<file path="config.mk">
export PLATFORM = sky130hd
export DESIGN_NAME = alu_seq_flat
export DESIGN_NICKNAME = d
export VERILOG_FILES = /design/src/rtl/alu_seq_if.sv /design/src/rtl/alu_seq.sv /design/src/flat_wrapper.sv
export SDC_FILE = /design/constraint.sdc
export NUM_CORES = 1
export LEC_CHECK = 0
export BUFFER_PORTS_ARGS = -buffer_cell sky130_fd_sc_hd__buf_2
export CAP_MARGIN = 20
export CORE_ASPECT_RATIO = 0.6
export CORE_UTILIZATION = 25
export DETAILED_ROUTE_END_ITERATION = 7
export GPL_ROUTABILITY_DRIVEN = 0
export MAX_ROUTING_LAYER = met4
export PLACE_DENSITY = 0.54
export RECOVER_POWER = 50
export SYNTH_ARGS = -nofsm -noshare
export SYNTH_HDL_FRONTEND = slang
export SYNTH_SLANG_ARGS = --single-unit
export TNS_END_PERCENT = 20
</file>
<file path="constraint.sdc">
create_clock -name clk -period 3.8 [get_ports clk]
set_clock_uncertainty 0.05 [all_clocks]
set_input_delay 0.38 -clock clk [delete_from_list [all_inputs] [get_ports clk]]
set_output_delay 0.38 -clock clk [all_outputs]
set_load 0.02 [all_outputs]
</file>
<file path="src/rtl/alu_seq_if.sv">
`default_nettype none
// ============================================================================
// Module      : alu_seq_if
// Description : Request/response channel bundle for the ALU sequencer.
//               Request channel : req_valid/req_ready, req_op, req_a, req_b,
//                                 req_amt.
//               Response channel: rsp_valid/rsp_ready, rsp_data, rsp_n/z/p.
//               master = requester/consumer side, slave = sequencer side.
// Revision    : 1.0 - initial release
// ============================================================================
interface alu_seq_if #(
  parameter int WIDTH = 16,
  parameter int AMT_W = 4
);
  logic             req_valid;
  logic             req_ready;
  logic [2:0]       req_op;
  logic [WIDTH-1:0] req_a;
  logic [WIDTH-1:0] req_b;
  logic [AMT_W-1:0] req_amt;

  logic             rsp_valid;
  logic             rsp_ready;
  logic [WIDTH-1:0] rsp_data;
  logic             rsp_n;
  logic             rsp_z;
  logic             rsp_p;

  modport master (
    output req_valid, req_op, req_a, req_b, req_amt, rsp_ready,
    input  req_ready, rsp_valid, rsp_data, rsp_n, rsp_z, rsp_p
  );

  modport slave (
    input  req_valid, req_op, req_a, req_b, req_amt, rsp_ready,
    output req_ready, rsp_valid, rsp_data, rsp_n, rsp_z, rsp_p
  );
endinterface : alu_seq_if
`default_nettype wire

</file>
<file path="src/rtl/alu_seq.sv">
`default_nettype none
// ============================================================================
// Module      : alu_seq
// Description : Sequencer in front of the shared combinational ALU. Accepts
//               one request at a time, drives the ALU for a single pass, or
//               iterates the ALU's 1-bit shift for multi-bit shifts, and
//               returns the result with N/Z/P condition codes.
// Ports       : clk, rst_n          - clock, async active-low reset
//               bus (slave)         - request/response channels
//               alu_in1/in2/op      - drive the ALU
//               alu_out/zero/neg    - ALU result and flags
//               busy                - high in any state other than IDLE
// Revision    : 1.0 - initial release
// ============================================================================
module alu_seq #(
  parameter int WIDTH = 16,
  parameter int AMT_W = 4
) (
  input  logic             clk,
  input  logic             rst_n,
  alu_seq_if.slave         bus,
  output logic [WIDTH-1:0] alu_in1,
  output logic [WIDTH-1:0] alu_in2,
  output logic [2:0]       alu_op,
  input  logic [WIDTH-1:0] alu_out,
  input  logic             alu_zero,
  input  logic             alu_neg,
  output logic             busy
);

  localparam logic [2:0] OP_LSHF = 3'd4;
  localparam logic [2:0] OP_RSHF = 3'd5;
  localparam logic [2:0] OP_ZERO = 3'd6;
  localparam logic [2:0] OP_PASS = 3'd7;

  typedef enum logic [1:0] {
    S_IDLE  = 2'd0,
    S_EXEC  = 2'd1,
    S_SHIFT = 2'd2,
    S_DONE  = 2'd3
  } state_t;

  state_t           state_q, state_d;
  logic [2:0]       op_q,    op_d;
  // a_q doubles as the shift accumulator: it is loaded with operand A on
  // accept and overwritten by the ALU output on every shift step.
  logic [WIDTH-1:0] a_q,     a_d;
  logic [WIDTH-1:0] b_q,     b_d;
  logic [AMT_W-1:0] cnt_q,   cnt_d;
  logic [WIDTH-1:0] data_q,  data_d;
  logic             n_q,     n_d;
  logic             z_q,     z_d;
  logic             p_q,     p_d;

  logic             req_ready_w;
  logic             is_shift_w;
  logic             pos_w;

  assign is_shift_w = (bus.req_op == OP_LSHF) || (bus.req_op == OP_RSHF);
  assign pos_w      = ~alu_neg & ~alu_zero;

  always_comb begin
    state_d     = state_q;
    op_d        = op_q;
    a_d         = a_q;
    b_d         = b_q;
    cnt_d       = cnt_q;
    data_d      = data_q;
    n_d         = n_q;
    z_d         = z_q;
    p_d         = p_q;
    req_ready_w = 1'b0;
    alu_in1     = '0;
    alu_in2     = '0;
    alu_op      = OP_ZERO;

    case (state_q)
      S_IDLE: begin
        req_ready_w = 1'b1;
        if (bus.req_valid) begin
          a_d     = bus.req_a;
          b_d     = bus.req_b;
          cnt_d   = bus.req_amt;
          op_d    = bus.req_op;
          state_d = S_EXEC;
          if (is_shift_w) begin
            if (bus.req_amt != '0) begin
              state_d = S_SHIFT;
            end else begin
              // A zero-length shift is just operand A passed through.
              op_d = OP_PASS;
            end
          end
        end
      end

      S_EXEC: begin
        alu_in1 = a_q;
        alu_in2 = b_q;
        alu_op  = op_q;
        data_d  = alu_out;
        n_d     = alu_neg;
        z_d     = alu_zero;
        p_d     = pos_w;
        state_d = S_DONE;
      end

      S_SHIFT: begin
        alu_in1 = a_q;
        alu_in2 = b_q;
        alu_op  = op_q;
        a_d     = alu_out;
        cnt_d   = cnt_q - AMT_W'(1);
        // Last step: the ALU is producing the final shifted value now.
        if (cnt_q == AMT_W'(1)) begin
          data_d  = alu_out;
          n_d     = alu_neg;
          z_d     = alu_zero;
          p_d     = pos_w;
          state_d = S_DONE;
        end
      end

      S_DONE: begin
        if (bus.rsp_ready) begin
          state_d = S_IDLE;
        end
      end

      default: begin
        state_d = S_IDLE;
      end
    endcase
  end

  always_ff @(posedge clk or negedge rst_n) begin
    if (!rst_n) begin
      state_q <= S_IDLE;
      op_q    <= '0;
      a_q     <= '0;
      b_q     <= '0;
      cnt_q   <= '0;
      data_q  <= '0;
      n_q     <= 1'b0;
      z_q     <= 1'b0;
      p_q     <= 1'b0;
    end else begin
      state_q <= state_d;
      op_q    <= op_d;
      a_q     <= a_d;
      b_q     <= b_d;
      cnt_q   <= cnt_d;
      data_q  <= data_d;
      n_q     <= n_d;
      z_q     <= z_d;
      p_q     <= p_d;
    end
  end

  assign bus.req_ready = req_ready_w;
  assign bus.rsp_valid = (state_q == S_DONE);
  assign bus.rsp_data  = data_q;
  assign bus.rsp_n     = n_q;
  assign bus.rsp_z     = z_q;
  assign bus.rsp_p     = p_q;
  assign busy          = (state_q != S_IDLE);

endmodule : alu_seq
`default_nettype wire

</file>
<file path="src/flat_wrapper.sv">
// flat-port wrapper written by rule: the top's interface ports become plain ports
module alu_seq_flat 
#(
  parameter int WIDTH = 16,
  parameter int AMT_W = 4
)
  (clk, rst_n, alu_in1, alu_in2, alu_op, alu_out, alu_zero, alu_neg, busy, bus_req_valid, bus_req_op, bus_req_a, bus_req_b, bus_req_amt, bus_rsp_ready, bus_req_ready, bus_rsp_valid, bus_rsp_data, bus_rsp_n, bus_rsp_z, bus_rsp_p);
  alu_seq_if #(.WIDTH(WIDTH), .AMT_W(AMT_W)) bus_i ();
  input  logic clk;
  input  logic rst_n;
  output logic [WIDTH-1:0] alu_in1;
  output logic [WIDTH-1:0] alu_in2;
  output logic [2:0] alu_op;
  input  logic [WIDTH-1:0] alu_out;
  input  logic alu_zero;
  input  logic alu_neg;
  output logic busy;
  input wire logic [$bits(bus_i.req_valid)-1:0] bus_req_valid;
  input wire logic [$bits(bus_i.req_op)-1:0] bus_req_op;
  input wire logic [$bits(bus_i.req_a)-1:0] bus_req_a;
  input wire logic [$bits(bus_i.req_b)-1:0] bus_req_b;
  input wire logic [$bits(bus_i.req_amt)-1:0] bus_req_amt;
  input wire logic [$bits(bus_i.rsp_ready)-1:0] bus_rsp_ready;
  output wire logic [$bits(bus_i.req_ready)-1:0] bus_req_ready;
  output wire logic [$bits(bus_i.rsp_valid)-1:0] bus_rsp_valid;
  output wire logic [$bits(bus_i.rsp_data)-1:0] bus_rsp_data;
  output wire logic [$bits(bus_i.rsp_n)-1:0] bus_rsp_n;
  output wire logic [$bits(bus_i.rsp_z)-1:0] bus_rsp_z;
  output wire logic [$bits(bus_i.rsp_p)-1:0] bus_rsp_p;
  assign bus_i.req_valid = bus_req_valid;
  assign bus_i.req_op = bus_req_op;
  assign bus_i.req_a = bus_req_a;
  assign bus_i.req_b = bus_req_b;
  assign bus_i.req_amt = bus_req_amt;
  assign bus_i.rsp_ready = bus_rsp_ready;
  assign bus_req_ready = bus_i.req_ready;
  assign bus_rsp_valid = bus_i.rsp_valid;
  assign bus_rsp_data = bus_i.rsp_data;
  assign bus_rsp_n = bus_i.rsp_n;
  assign bus_rsp_z = bus_i.rsp_z;
  assign bus_rsp_p = bus_i.rsp_p;
  alu_seq #(.WIDTH(WIDTH), .AMT_W(AMT_W)) u_core (.clk(clk), .rst_n(rst_n), .bus(bus_i), .alu_in1(alu_in1), .alu_in2(alu_in2), .alu_op(alu_op), .alu_out(alu_out), .alu_zero(alu_zero), .alu_neg(alu_neg), .busy(busy));
endmodule
</file>
# After elaboration in Yosys (flattened, before gate mapping)

Cells that the tools add are included.

Multiplexer cells: 24
Bitwise logic cells: 3
Equality and inequality tests: 9
Add/subtract/negate cells: 1
Reduce and logical (&&, ||, !) cells: 11

Operators with widths:

| operator                                                              | number |
|---|---|
| 16-bit two-way mux                                                    | 4 |
| 16-bit case mux with 2 select lines                                   | 2 |
| 2-bit two-way mux                                                     | 5 |
| 3-bit two-way mux                                                     | 3 |
| 2-bit case mux with 4 select lines                                    | 1 |
| 4-bit case mux with 2 select lines                                    | 1 |
| 3-bit equality test, second input constant                            | 2 |
| 1-bit case mux with 2 select lines                                    | 3 |
| 2-bit AND reduction                                                   | 3 |
| 2-bit nonzero test                                                    | 3 |
| 2-bit equality test, second input constant                            | 2 |
| 4-bit by 1-bit equality test with 1-bit output, second input constant | 1 |
| 1-bit two-way mux                                                     | 4 |
| 4-bit two-way mux                                                     | 1 |
| 2-bit != test, second input constant                                  | 2 |
| 4-bit nonzero test                                                    | 1 |
| 4-bit by 1-bit subtractor with 4-bit output, second input constant    | 1 |
| 3-bit AND reduction                                                   | 1 |
| 2-bit by 1-bit equality test with 1-bit output, second input constant | 1 |
| 2-bit zero test                                                       | 1 |
| 2-bit by 1-bit != test with 1-bit output, second input constant       | 1 |
| 1-bit NOT                                                             | 2 |
| 2-bit OR reduction                                                    | 1 |
| 1-bit bitwise AND                                                     | 1 |
| 1-bit logical OR                                                      | 1 |

Register bits: 60
Input port bits: 61

# Longest topological paths before layout

Depth after elaboration: 5
Depth in mapped cells: 8
Mapped depth without buffers: 5

# Worst setup path after synthesis

OpenSTA, ideal clock, no wires.

Path type: reg-to-output
Start: register u_core.state_q[1]
End: output port alu_in1[12]
Path buffers: 2
Arrival time: 1464 ps
Setup slack: 1906 ps
Data required time: 3370 ps
Stages on the path, launching flop included: 6
Cells stage by stage: dfrtp_1 -> inv_1 -> ha_1 -> clkbuf_1 -> clkbuf_1 -> and2_1

Longest elaborated chain between the ends: 3
Elaborated cells on any way between the ends: 4
Those cells by class: 2 x eq/ne; 1 x mux; 1 x reduce/logical

RTL lines:

| item                                                                                         | RTL line           | RTL |
|---|---|---|
| start: declaration                                                                           | alu_seq.sv:43      | `state_t state_q, state_d;` |
| start signal: assignment                                                                     | alu_seq.sv:148     | `state_q <= state_d;` |
| 2-bit by 1-bit equality test with 1-bit output / 2-bit equality test (equally long branches) | alu_seq.sv:77      | `case (state_q)` |
| 2-bit OR reduction (no source line) *                                                        | n/a                |  |
| 16-bit two-way mux *                                                                         | alu_seq.sv:77      |  |
| end: declaration                                                                             | flat_wrapper.sv:11 | `output logic [WIDTH-1:0] alu_in1;` |

Mark *: on every way between the ends. The rest lies on a longest branch, timed or not.

# Worst setup path in the final report

Start: register u_core.state_q[0]
End: register u_core.cnt_q[2]

Longest elaborated chain between the ends: 3
Elaborated cells on any way between the ends: 6
Those cells by class: 2 x eq/ne; 1 x mux; 3 x reduce/logical

RTL lines:

| item                                                                        | RTL line       | RTL |
|---|---|---|
| 2-bit equality test / 2-bit zero test (equally long branches)               | alu_seq.sv:77  |  |
| 2-bit nonzero test (no source line) / 2-bit != test (equally long branches) | n/a            |  |
| 2-bit AND reduction (no source line)                                        | n/a            |  |
| end signal: assignment                                                      | alu_seq.sv:152 | `cnt_q <= cnt_d;` |
| end: declaration                                                            | alu_seq.sv:49  | `logic [AMT_W-1:0] cnt_q, cnt_d;` |

Parallel ways exist; a longest one is shown, timed or not.
A chain may end at the register's enable or synchronous reset.

==> impl_metrics.yaml <==
sta:
  post-route-period-util_pct: 75.2
  slew_headroom_pct: -51.7
  tns_ps: 0
  layout_min_cycle_time_ps: 2860
  finalSetupViolations: 0
  hold_violations: 0
  grt_setup_unrepaired: "false"
  worstMarginPinSlew_ps: 2280
  hold_slack_ps: 232
  slew_viol_final: 40
  fmax_mhz: 350
logic_synthesis:
  synth-edff-count: 0
  syn_inst: 245
  syn_area_sq_um: 2910
  synth-seq-cells: 60
  syn_nets: 312
  seq_area_frac_synth_pct: 51.6
  synthArstFlopShare_pct: 100
  ys.warnings.count: 0
  synth.avg_cell_area_sq_um: 11.9
  dominantRegCellSynth: "dfrtp_1"
  synthDistinctLibCells: 29
power:
  p_total_w: 0.00420
  switching_share_pct: 41.0
  pwr_density_cell_nw_per_um2: 1070
  cellLeakagePower_nw: 1.89
  peakVddDrop_mv: 0.322
  p_int_w: 0.00248
  seq_power_share_pct: 27.1
  p_switching_w: 0.00172
  p_clk_share_pct: 20.7
  p_comb_share_pct: 52.2
floorplanning:
  initial_utilization_pct: 25.8
  dieArea_sq_um: 12100
  rows: 30
  io_pins: 118
  coreArea_sq_um: 11300
  dieWidth_microns: 141
  dieHeight_microns: 85.6
finish:
  area_growth_pct: 35.0
  nets: 430
  layout_common_cells: "buf_2, dfrtp_1, and2_1"
  drive_gt1_share_pct: 42.4
  diodes: 0
  final_common_cell: "buf_2"
  utilization_pct: 34.8
  final_cells: 528
grt:
  use_met2_pct: 18.1
  grt_max_degree: 41
  grt_overflow: 0
  grtUsageTotal_pct: 12.7
  grt_pass1_vias: 2130
  antenna_found_initial: 0
  grt_pass1_wl_microns: 11200
  top_usage_layer: "met2"
  grt_use_met1_pct: 16.6
  grt_use_met3_pct: 4.30
routing:
  vias: 2197
  via_per_inst: 4.16
  wl_per_cell_microns: 13.3
  ant_nets: 0
  drt_pass1_iterations: 4
  drc_errors: 0
  drt-total-wl_microns: 7030
  drtIter0Drc: 48
run:
  drv_cap: 1
critical_path:
  endpoint_kind: "flop"
  crit_chain: "inv_1 > ha_1 > buf_4 > mux2i_1 > clkbuf_1 > a21oi_1 > o22a_1"
  cp_slowest_cell: "clkbuf_1"
  worstPathArrival_ps: 3020
  path_max_fanout: 34
  cp-start-kind: "flop"
  rrSetupSlack_ps: 940
  cp.buffers_inverters: 3
  required_ps: 3960
  cp_top_family: "buffers and inverters"
  worstSetupPathType: "flop to flop"
  slowest_delay_ps: 960
clock_tree:
  root_buffer: "clkbuf_16"
  clk_latency_ps: 320
  post_cts_buffers: 0
  clk_path_buf_depth: 2
  hold_buffers: 0
  numCtsBuffers: 9
  clkTransAtPathRegs_ps: 50
  cts_tree: "yes"
  cts.sinks: 60
  htree_num_levels: 3
  cts_resized: 0
placement:
  dp_hpwl_microns: 5020
  port_buffers: 117
  dp.cells: 511
outcome:
  status: "complete, but fails checks"
  violations: "max-capacitance violations, max-slew violations"
hold_path:
  hp-class: "input pin to flop"
==> final timing paths <==
path                                   startpoint  cells past startpoint                      end
worst max-delay path            u_core.state_q[0]                      7          u_core.cnt_q[2]
worst min-delay path                 bus_req_b[2]                      2            u_core.b_q[2]
worst max register to register  u_core.state_q[0]                      7          u_core.cnt_q[2]
worst min register to register      u_core.a_q[2]                      2            u_core.a_q[2]
max in group asynchronous                   rst_n                      2  u_core.bus.rsp_data[13]
min in group asynchronous                   rst_n                      1            u_core.b_q[9]
==> metal layers <==
layer,wire [microns],vias to the layer above,part of all wire [%]
met3,475,11,6.8
met4,90,0,1.3
met2,3000,70,43
met1,3460,1047,49
li1,-,1069,-
met5,0,-,0
==> sequential cells by signal, indices dropped and copies added, names as in the netlist <==
| register | count |
|---|---|
| u_core.bus.rsp_data | 16 |
| u_core.b_q | 16 |
| u_core.cnt_q | 4 |
| u_core.bus.rsp_n | 1 |
| u_core.state_q | 2 |
| u_core.bus.rsp_z | 1 |
| u_core.op_q | 3 |
| u_core.a_q | 16 |
| u_core.bus.rsp_p | 1 |
==> power by group through the flow <==
| stage | Sequential, W | Clock (W) | Combinational [W] |
|---|---|---|---|
| 2_1_floorplan | 0.00124 | 0 | 0.00156 |
| 3_3_place_gp | 0.00113 | 0 | 0.00224 |
| 3_5_place_dp | 0.00115 | 0 | 0.00228 |
| 4_1_cts | 0.00114 | 0.000901 | 0.00228 |
| 5_1_grt | 0.00118 | 0.000930 | 0.00241 |
| 6_report | 0.00114 | 0.000871 | 0.00219 |
==> synth_stat cells (3+ instances only) <==
library cell	n	area, sq um
buf_4	3	22.5
buf_2	5	25.0
o21ai_0	21	105
a21oi_1	3	15.0
mux2_4	10	150
ha_1	6	75.1
mux2i_1	18	180
dfrtp_1	60	1500
mux2_2	27	304
clkbuf_1	5	18.8
and2_1	33	206
nor2_1	3	11.3
nand2b_1	3	18.8
nand2_1	22	82.6
inv_1	8	30.0
==> worst register-to-register path: cells and delay by family (launching register included) <==
| family | cells | cell delay [ps] |
|---|---|---|
| AOI/OAI and AO/OA | 2 | 320 |
| adders and majority gates | 1 | 200 |
| buffers and inverters | 3 | 1310 |
| DFF | 1 | 360 |
| muxes | 1 | 500 |
==> logic make-up after synthesis <==
logic type                 synth area share (%)
and+or+nand+nor                            13.6
DFF                                        51.6
buffers and inverters                      4.21
AOI/OAI and AO/OA                          6.23
adders and majority gates                  2.58
muxes                                      21.8
==> stage by stage <==
stage                     cell area [sq um]  setup WS, ps
after CTS                              3970          1090
after floorplan                        2910          1910
final                                  3930           942
after detailed placement               3650          1300
after global routing                   3930           607
after global placement                 3650          1380
==> cell type report <==
type	instances	area, sq um
Clock buffer	11	243
Clock inverter	5	75.1
Fill cell	1175	7370
Inverter	9	36.3
Multi-Input combinational cell	162	1290
Sequential cell	60	1500
Tap cell	160	200
Timing Repair Buffer	121	586
Power figures use the tool's default switching activity.
